## src/rtl/seq_controller.sv

```systemverilog
// Multi-cycle stage sequencer for the Y86 sequential core: owns the PC, steps the
// stages with one-hot strobes, waits on data memory and converts faults into a status code.
module seq_controller #(
  parameter int                     PC_WIDTH    = 64,
  parameter logic [PC_WIDTH-1:0]    RESET_PC    = '0,
  parameter int                     MEM_TIMEOUT = 15
) (
  input  logic                clk,
  input  logic                rst,
  input  logic                run,
  input  logic [3:0]          icode,
  input  logic                invalid_instr,
  input  logic                imem_error,
  input  logic [PC_WIDTH-1:0] valC,
  input  logic [PC_WIDTH-1:0] valP,
  input  logic                cnd,
  input  logic [PC_WIDTH-1:0] valM,
  input  logic                dmem_ack,
  input  logic                dmem_error,
  output logic [PC_WIDTH-1:0] PC,
  output logic                fetch_en,
  output logic                decode_en,
  output logic                execute_en,
  output logic                wb_en,
  output logic                pc_en,
  output logic                mem_req,
  output logic [2:0]          stat,
  output logic                busy,
  output logic                done,
  output logic [31:0]         instr_count
);

  typedef enum logic [2:0] {
    S_IDLE, S_FETCH, S_DECODE, S_EXECUTE, S_MEMORY, S_WRITEBACK, S_PCUPD, S_STOP
  } state_t;

  localparam logic [2:0] STAT_AOK = 3'd1;
  localparam logic [2:0] STAT_HLT = 3'd2;
  localparam logic [2:0] STAT_ADR = 3'd3;
  localparam logic [2:0] STAT_INS = 3'd4;

  localparam int                WAIT_W    = $clog2(MEM_TIMEOUT + 1);
  localparam logic [WAIT_W-1:0] WAIT_LAST = WAIT_W'(MEM_TIMEOUT - 1);

  state_t              state_q, state_d;
  logic [2:0]          stat_q, stat_d;
  logic [WAIT_W-1:0]   wait_q;
  logic [3:0]          icode_q;
  logic [PC_WIDTH-1:0] valc_q, valp_q, valm_q;
  logic                cnd_q;
  logic [PC_WIDTH-1:0] next_pc;
  logic                mem_op;

  // Stages that touch data memory: rmmovq, mrmovq, call, ret, pushq, popq.
  assign mem_op = icode_q inside {4'h4, 4'h5, 4'h8, 4'h9, 4'hA, 4'hB};

  // NOTE: sequential state uses non-blocking assignments so every register samples pre-edge values.
  always_ff @(posedge clk) begin
    if (rst) state_q <= S_IDLE;
    else     state_q <= state_d;
  end

  always_comb begin
    // NOTE: defaults first so no path leaves a variable unassigned (avoids latch inference).
    state_d = state_q;
    stat_d  = stat_q;
    unique case (state_q)
      S_IDLE:      if (run) state_d = S_FETCH;
      S_FETCH: begin
        if (imem_error) begin
          state_d = S_STOP;
          stat_d  = STAT_ADR;
        end else if (invalid_instr) begin
          state_d = S_STOP;
          stat_d  = STAT_INS;
        end else if (icode == 4'h0) begin
          state_d = S_STOP;
          stat_d  = STAT_HLT;
        end else begin
          state_d = S_DECODE;
        end
      end
      S_DECODE:    state_d = S_EXECUTE;
      S_EXECUTE:   state_d = mem_op ? S_MEMORY : S_WRITEBACK;
      S_MEMORY: begin
        // An ack in the final allowed cycle still wins over the timeout.
        if (dmem_ack) begin
          state_d = dmem_error ? S_STOP : S_WRITEBACK;
          if (dmem_error) stat_d = STAT_ADR;
        end else if (wait_q == WAIT_LAST) begin
          state_d = S_STOP;
          stat_d  = STAT_ADR;
        end
      end
      S_WRITEBACK: state_d = S_PCUPD;
      S_PCUPD:     state_d = run ? S_FETCH : S_IDLE;
      S_STOP:      state_d = S_STOP;
      default:     state_d = S_IDLE;
    endcase
  end

  always_comb begin
    next_pc = valp_q;
    if (icode_q == 4'h8 || (icode_q == 4'h7 && cnd_q)) next_pc = valc_q;
    else if (icode_q == 4'h9)                           next_pc = valm_q;
  end

  // NOTE: operand latches are reset too, so next_pc is never X-driven after reset.
  always_ff @(posedge clk) begin
    if (rst) begin
      PC          <= RESET_PC;
      stat_q      <= STAT_AOK;
      instr_count <= '0;
      wait_q      <= '0;
      icode_q     <= '0;
      valc_q      <= '0;
      valp_q      <= '0;
      valm_q      <= '0;
      cnd_q       <= 1'b0;
    end else begin
      stat_q <= stat_d;
      wait_q <= (state_q == S_MEMORY) ? wait_q + WAIT_W'(1) : '0;
      unique case (state_q)
        S_FETCH: begin
          icode_q <= icode;
          valc_q  <= valC;
          valp_q  <= valP;
        end
        S_EXECUTE: cnd_q <= cnd;
        S_MEMORY:  if (dmem_ack && !dmem_error) valm_q <= valM;
        S_PCUPD: begin
          PC          <= next_pc;
          instr_count <= instr_count + 32'd1;
        end
        default: ;
      endcase
    end
  end

  assign fetch_en   = (state_q == S_FETCH);
  assign decode_en  = (state_q == S_DECODE);
  assign execute_en = (state_q == S_EXECUTE);
  assign mem_req    = (state_q == S_MEMORY);
  assign wb_en      = (state_q == S_WRITEBACK);
  assign pc_en      = (state_q == S_PCUPD);
  assign busy       = (state_q != S_IDLE) && (state_q != S_STOP);
  assign done       = (state_q == S_STOP);
  assign stat       = stat_q;

endmodule

```

## config.mk

```make
export PLATFORM = sky130hd
export DESIGN_NAME = seq_controller
export DESIGN_NICKNAME = d
export VERILOG_FILES = /design/src/rtl/seq_controller.sv
export SDC_FILE = /design/constraint.sdc
export NUM_CORES = 1
export LEC_CHECK = 0
export CAP_MARGIN = 0
export CORE_MARGIN = 5
export CORE_UTILIZATION = 53
export CTS_BUF_LIST = sky130_fd_sc_hd__clkbuf_8 sky130_fd_sc_hd__clkbuf_16
export DETAILED_ROUTE_END_ITERATION = 7
export PLACE_DENSITY = 0.86
export SETUP_SLACK_MARGIN = 0.15
export SYNTH_ARGS = -nofsm -noshare
export SYNTH_HDL_FRONTEND = slang
export SYNTH_SLANG_ARGS = --single-unit
```

## constraint.sdc

```tcl
create_clock -name clk -period 3.4 [get_ports clk]
set_input_delay 0.68 -clock clk [delete_from_list [all_inputs] [get_ports clk]]
set_output_delay 0.68 -clock clk [all_outputs]
set_load 0.005 [all_outputs]
```

Yosys cells after proc, flatten, opt, wreduce, memory -nomap -nowiden
Index checks and enable logic that the tools add are counted.
- add/sub/neg operators: 2
- multiply operators: 0
- div/mod/pow operators: 0
- magnitude comparators: 0
- equal/unequal tests: 20
- shift operators: 0
- mux-type cells: 19
- bitwise gates (word level): 1
- reduce and logical (&&, ||, !) cells: 14
- operator list (operator ; count):
    64-bit two-way mux ; 2
    3-bit two-way mux ; 12
    32-bit by 1-bit adder with 32-bit output (second input constant) ; 1
    3-bit case mux with 8 select lines ; 1
    4-bit == test (second input constant) ; 5
    3-bit == test (second input constant) ; 4
    4-bit by 3-bit == test with 1-bit output (second input constant) ; 3
    3-bit by 2-bit == test with 1-bit output (second input constant) ; 2
    3-bit inequality test (second input constant) ; 2
    3-bit case mux with 2 select lines ; 1
    6-bit nonzero test ; 1
    4-bit by 1-bit adder with 4-bit output (second input constant) ; 1
    4-bit logical NOT ; 1
    4-bit by 3-bit inequality test with 1-bit output (second input constant) ; 1
    2-bit AND reduction ; 2
    4-bit AND reduction ; 1
    3-bit by 1-bit == test with 1-bit output (second input constant) ; 1
    1-bit logical AND ; 3
    3-bit logical NOT ; 1
    3-bit by 2-bit inequality test with 1-bit output (second input constant) ; 1
    3-bit nonzero test ; 1
    1-bit two-way mux ; 2
    2-bit two-way mux ; 1
    2-bit inequality test (second input constant) ; 1
    other kinds (5) ; 5
- bits in registers: 303
- bits in latches: 0
- memory bits (writable): 0
- bits in read-only memories: 0
- bits of input ports: 204
- memories kept: 0

Logic depth before layout (Yosys ltp)
- depth after elaboration: 5
- gate-level depth with buffers: 8

Least setup slack after synthesis
OpenSTA, ideal clock, no wires.
- path kind: register -> output
- start point: register state_q[1]
- end point: output port fetch_en
- arrival: 1.437 ns
- setup slack: 1.283 ns
- cell stages (with the launch flop): 6
- path buffers: 3
- cell sequence: dfxtp_1 > buf_2 > or3b_2 > clkbuf_1 > inv_2 > clkbuf_1
- longest elaborated chain between the ends: 1
- RTL lines (item ; line ; text):
    start, declared ; 45 ; state_t state_q, state_d;
    start signal, assigned ; 60 ; else state_q <= state_d;
    3-bit by 1-bit == test with 1-bit output ; 140 ; assign fetch_en = (state_q == S_FETCH);
    end, declared ; 21 ; output logic fetch_en,
Every way passes these cells.

Final worst setup path
- start point: register state_q[0]
- end point: output port fetch_en
Same word-level chain as after synthesis.

==> metrics.cfg <==
[sta]
final_hold_viol_count = 0
finClkSkew_ns = 0.0143
worstMarginPinSlew_ns = 1.05
max_slew_margin = 0.299
setup_viol = 0
fin_setup_tns_ns = 0
post-route-min-period_ns = 3.01
rsz0062_at_grt = false
clock.fmax_ghz = 0.332
final-max-slew-violation-count = 0
fin_hold_ws_ns = 0.449
period_share = 0.886

[worst_setup_path]
worstSetupPathType = reg2out
worst-path-max-fanout = 26
cp.required_ns = 2.72
start_kind = flip-flop
critPathArrivalTime_ns = 2.33
end_kind = primary output

[placed_design]
placedInstanceArea_um2 = 15300
portBuffers = 310
dpl.hpwl_um = 24300
place_congestion = 0.832
placed_cells = 2041

[global_routing]
antenna_found_initial = 3
grt_pass1_vias = 11600
grt_usage = 0.270
grt_max_degree = 99
grt_overflow_total = 0
grt_pass1_wl_um = 58100

[drt]
vias = 11800
routed_wl_um = 36700
avgRoutedWirePerCell_um = 17.5
ant_nets = 0
drt_iter0_drc = 919
vias_per_cell = 5.62
first_pass_iters = 7
drc = 0

[floorplanning]
io_pins = 311
die-area_um2 = 25900
num_rows = 55
die_x_um = 161
initial_core_util = 0.536
die_h_um = 161
fp.coreArea_um2 = 22600

[layout]
fill_cells = 1752
syn2layout_area_growth_pct = 35.4
drive_above_1_share = 0.0535
nets = 1995
finish.instance_area_um2 = 16400
stdcell_count = 2099

[clock_tree]
clock-sinks = 303
clock_path_buffers = 3
htreeDepth = 1
clk_pin_slew_ns = 0.07
cts_tree = yes
cts_root_buffer = clkbuf_16
post_cts_resized = 0
cts_hold_buf = 0
cts-buffers-inserted = 30
clk_latency_ns = 0.54
post_cts_buffers = 0

[synth]
synth_edf_count = 0
ys_types = 48
synth_commonest_cells = nand2_1, dfxtp_1, a21oi_1
ys_ff_latch = 303
syn_area_per_cell_um2 = 7.84
ys_seq_area_frac = 0.502
synth.area.top_cells = dfxtp_1, nand2_1, a21oi_1
yosysMostFrequentCell = nand2_1
netlist_area_um2 = 12100
async_flop_share = 0
yosysTopAreaCell = dfxtp_1
synth_top_area_frac = 0.502
ys_warn_count = 0
ys.flop_type = dfxtp_1
synth_cells = 1542
syn_nets = 1749

[pwr]
cellLeakagePower_nw = 5.62
p_per_area_nw_per_um2 = 522
worst_ir_drop_vdd_v = 0.000352
finalPower_mw = 8.55

[job]
maxCapViolCount = 0

[worst_hold_path]
hp-class = reg2reg

[run_status]
outcome = complete, no violations

==> registers in the layout, summed over array words and instances, names as in the netlist <==
signal       cells
PC              64
valc_q          64
valm_q          64
valp_q          64
instr_count     32
icode_q          4
wait_q           4
stat             3
state_q          3
cnd_q            1
==> logic make-up (layout without fill, tap and decap cells) <==
logic type	Yosys count	in the layout	share of synthesized area
AOI/OAI and AO/OA	433	433	0.197
xor gates and xnor gates	14	14	0.0101
adders and majority gates	3	3	0.00310
buffers and inverters	125	395	0.0419
DFF	303	303	0.502
muxes	10	10	0.00900
other	0	2	0
and+or+nand+nor	654	654	0.237
==> routing by layer <==
metal	vias up	global-route usage	routed length, µm
met2	500	0.460	17800
li1	5700	-	-
met4	2	0.128	1670
met3	109	0.0528	2610
met1	5479	0.330	14600
met5	-	0	11
==> area by class of cell <==
type	instances	area (µm²)	area share
sequential	303	6070	0.371
multi-input combinational	1114	5560	0.340
timing repair buffer	330	3290	0.201
clock buffer	35	831	0.0508
tap	285	357	0.0218
clock inverter	21	218	0.0133
inverter	9	36.3	0.00222
antenna	2	5.00	0.000306
==> metrics by stage <==
step | worst slack (ns) | util
after CTS | 0.358 | 0.725
after global routing | 0.232 | 0.725
final | 0.388 | 0.725
after floorplan | 1.28 | -
after global placement | 0.779 | 0.678
after detailed placement | 0.716 | 0.678
==> cell usage in the layout (no fill, tap or decap), types with 2 or more instances in the layout <==
cell / count
a31oi_1: 4
clkinv_2: 3
clkbuf_8: 4
buf_4: 17
xor2_1: 8
bufinv_16: 3
or3_1: 5
nor3_1: 10
nor2_1: 32
inv_1: 9
mux2i_1: 3
and4_1: 4
nand2b_1: 2
clkinvlp_4: 9
nor2b_1: 71
ha_1: 3
nand4b_1: 2
dfxtp_1: 303
nand3_1: 12
clkdlybuf4s50_1: 309
or3b_2: 2
diode_2: 2
mux2_2: 7
or4_1: 9
a21oi_1: 214
and3_1: 7
nand4_1: 7
nand2_1: 472
o31ai_1: 9
buf_12: 3
nor4_1: 6
a211oi_1: 64
clkinv_4: 3
o21ai_0: 134
clkbuf_16: 31
xnor2_1: 6
==> worst max-delay path: stages (launching register included) <==
cell	delay, ns
dfxtp_1	0.53
or3b_4	0.45
inv_4	0.22
clkdlybuf4s50_1	0.60
==> power breakdown <==
part	total (mW)	switching, mW	internal, mW
sequential	3.88	0.122	3.76
combinational	1.23	0.686	0.543
clock	3.43	1.44	1.99
==> final timing paths <==
| kind | start | endpoint | slack, ns | cells after the start |
|---|---|---|---|---|
| worst min-delay path | valp_q[38] | valp_q[38] | 0.45 | 2 |
| worst max-delay path | state_q[0] | fetch_en | 0.39 | 3 |
| worst min register to register | valp_q[38] | valp_q[38] | 0.45 | 2 |
| worst max register to register | state_q[1] | stat[0] | 0.61 | 6 |
Power figures use the tool's default switching activity.
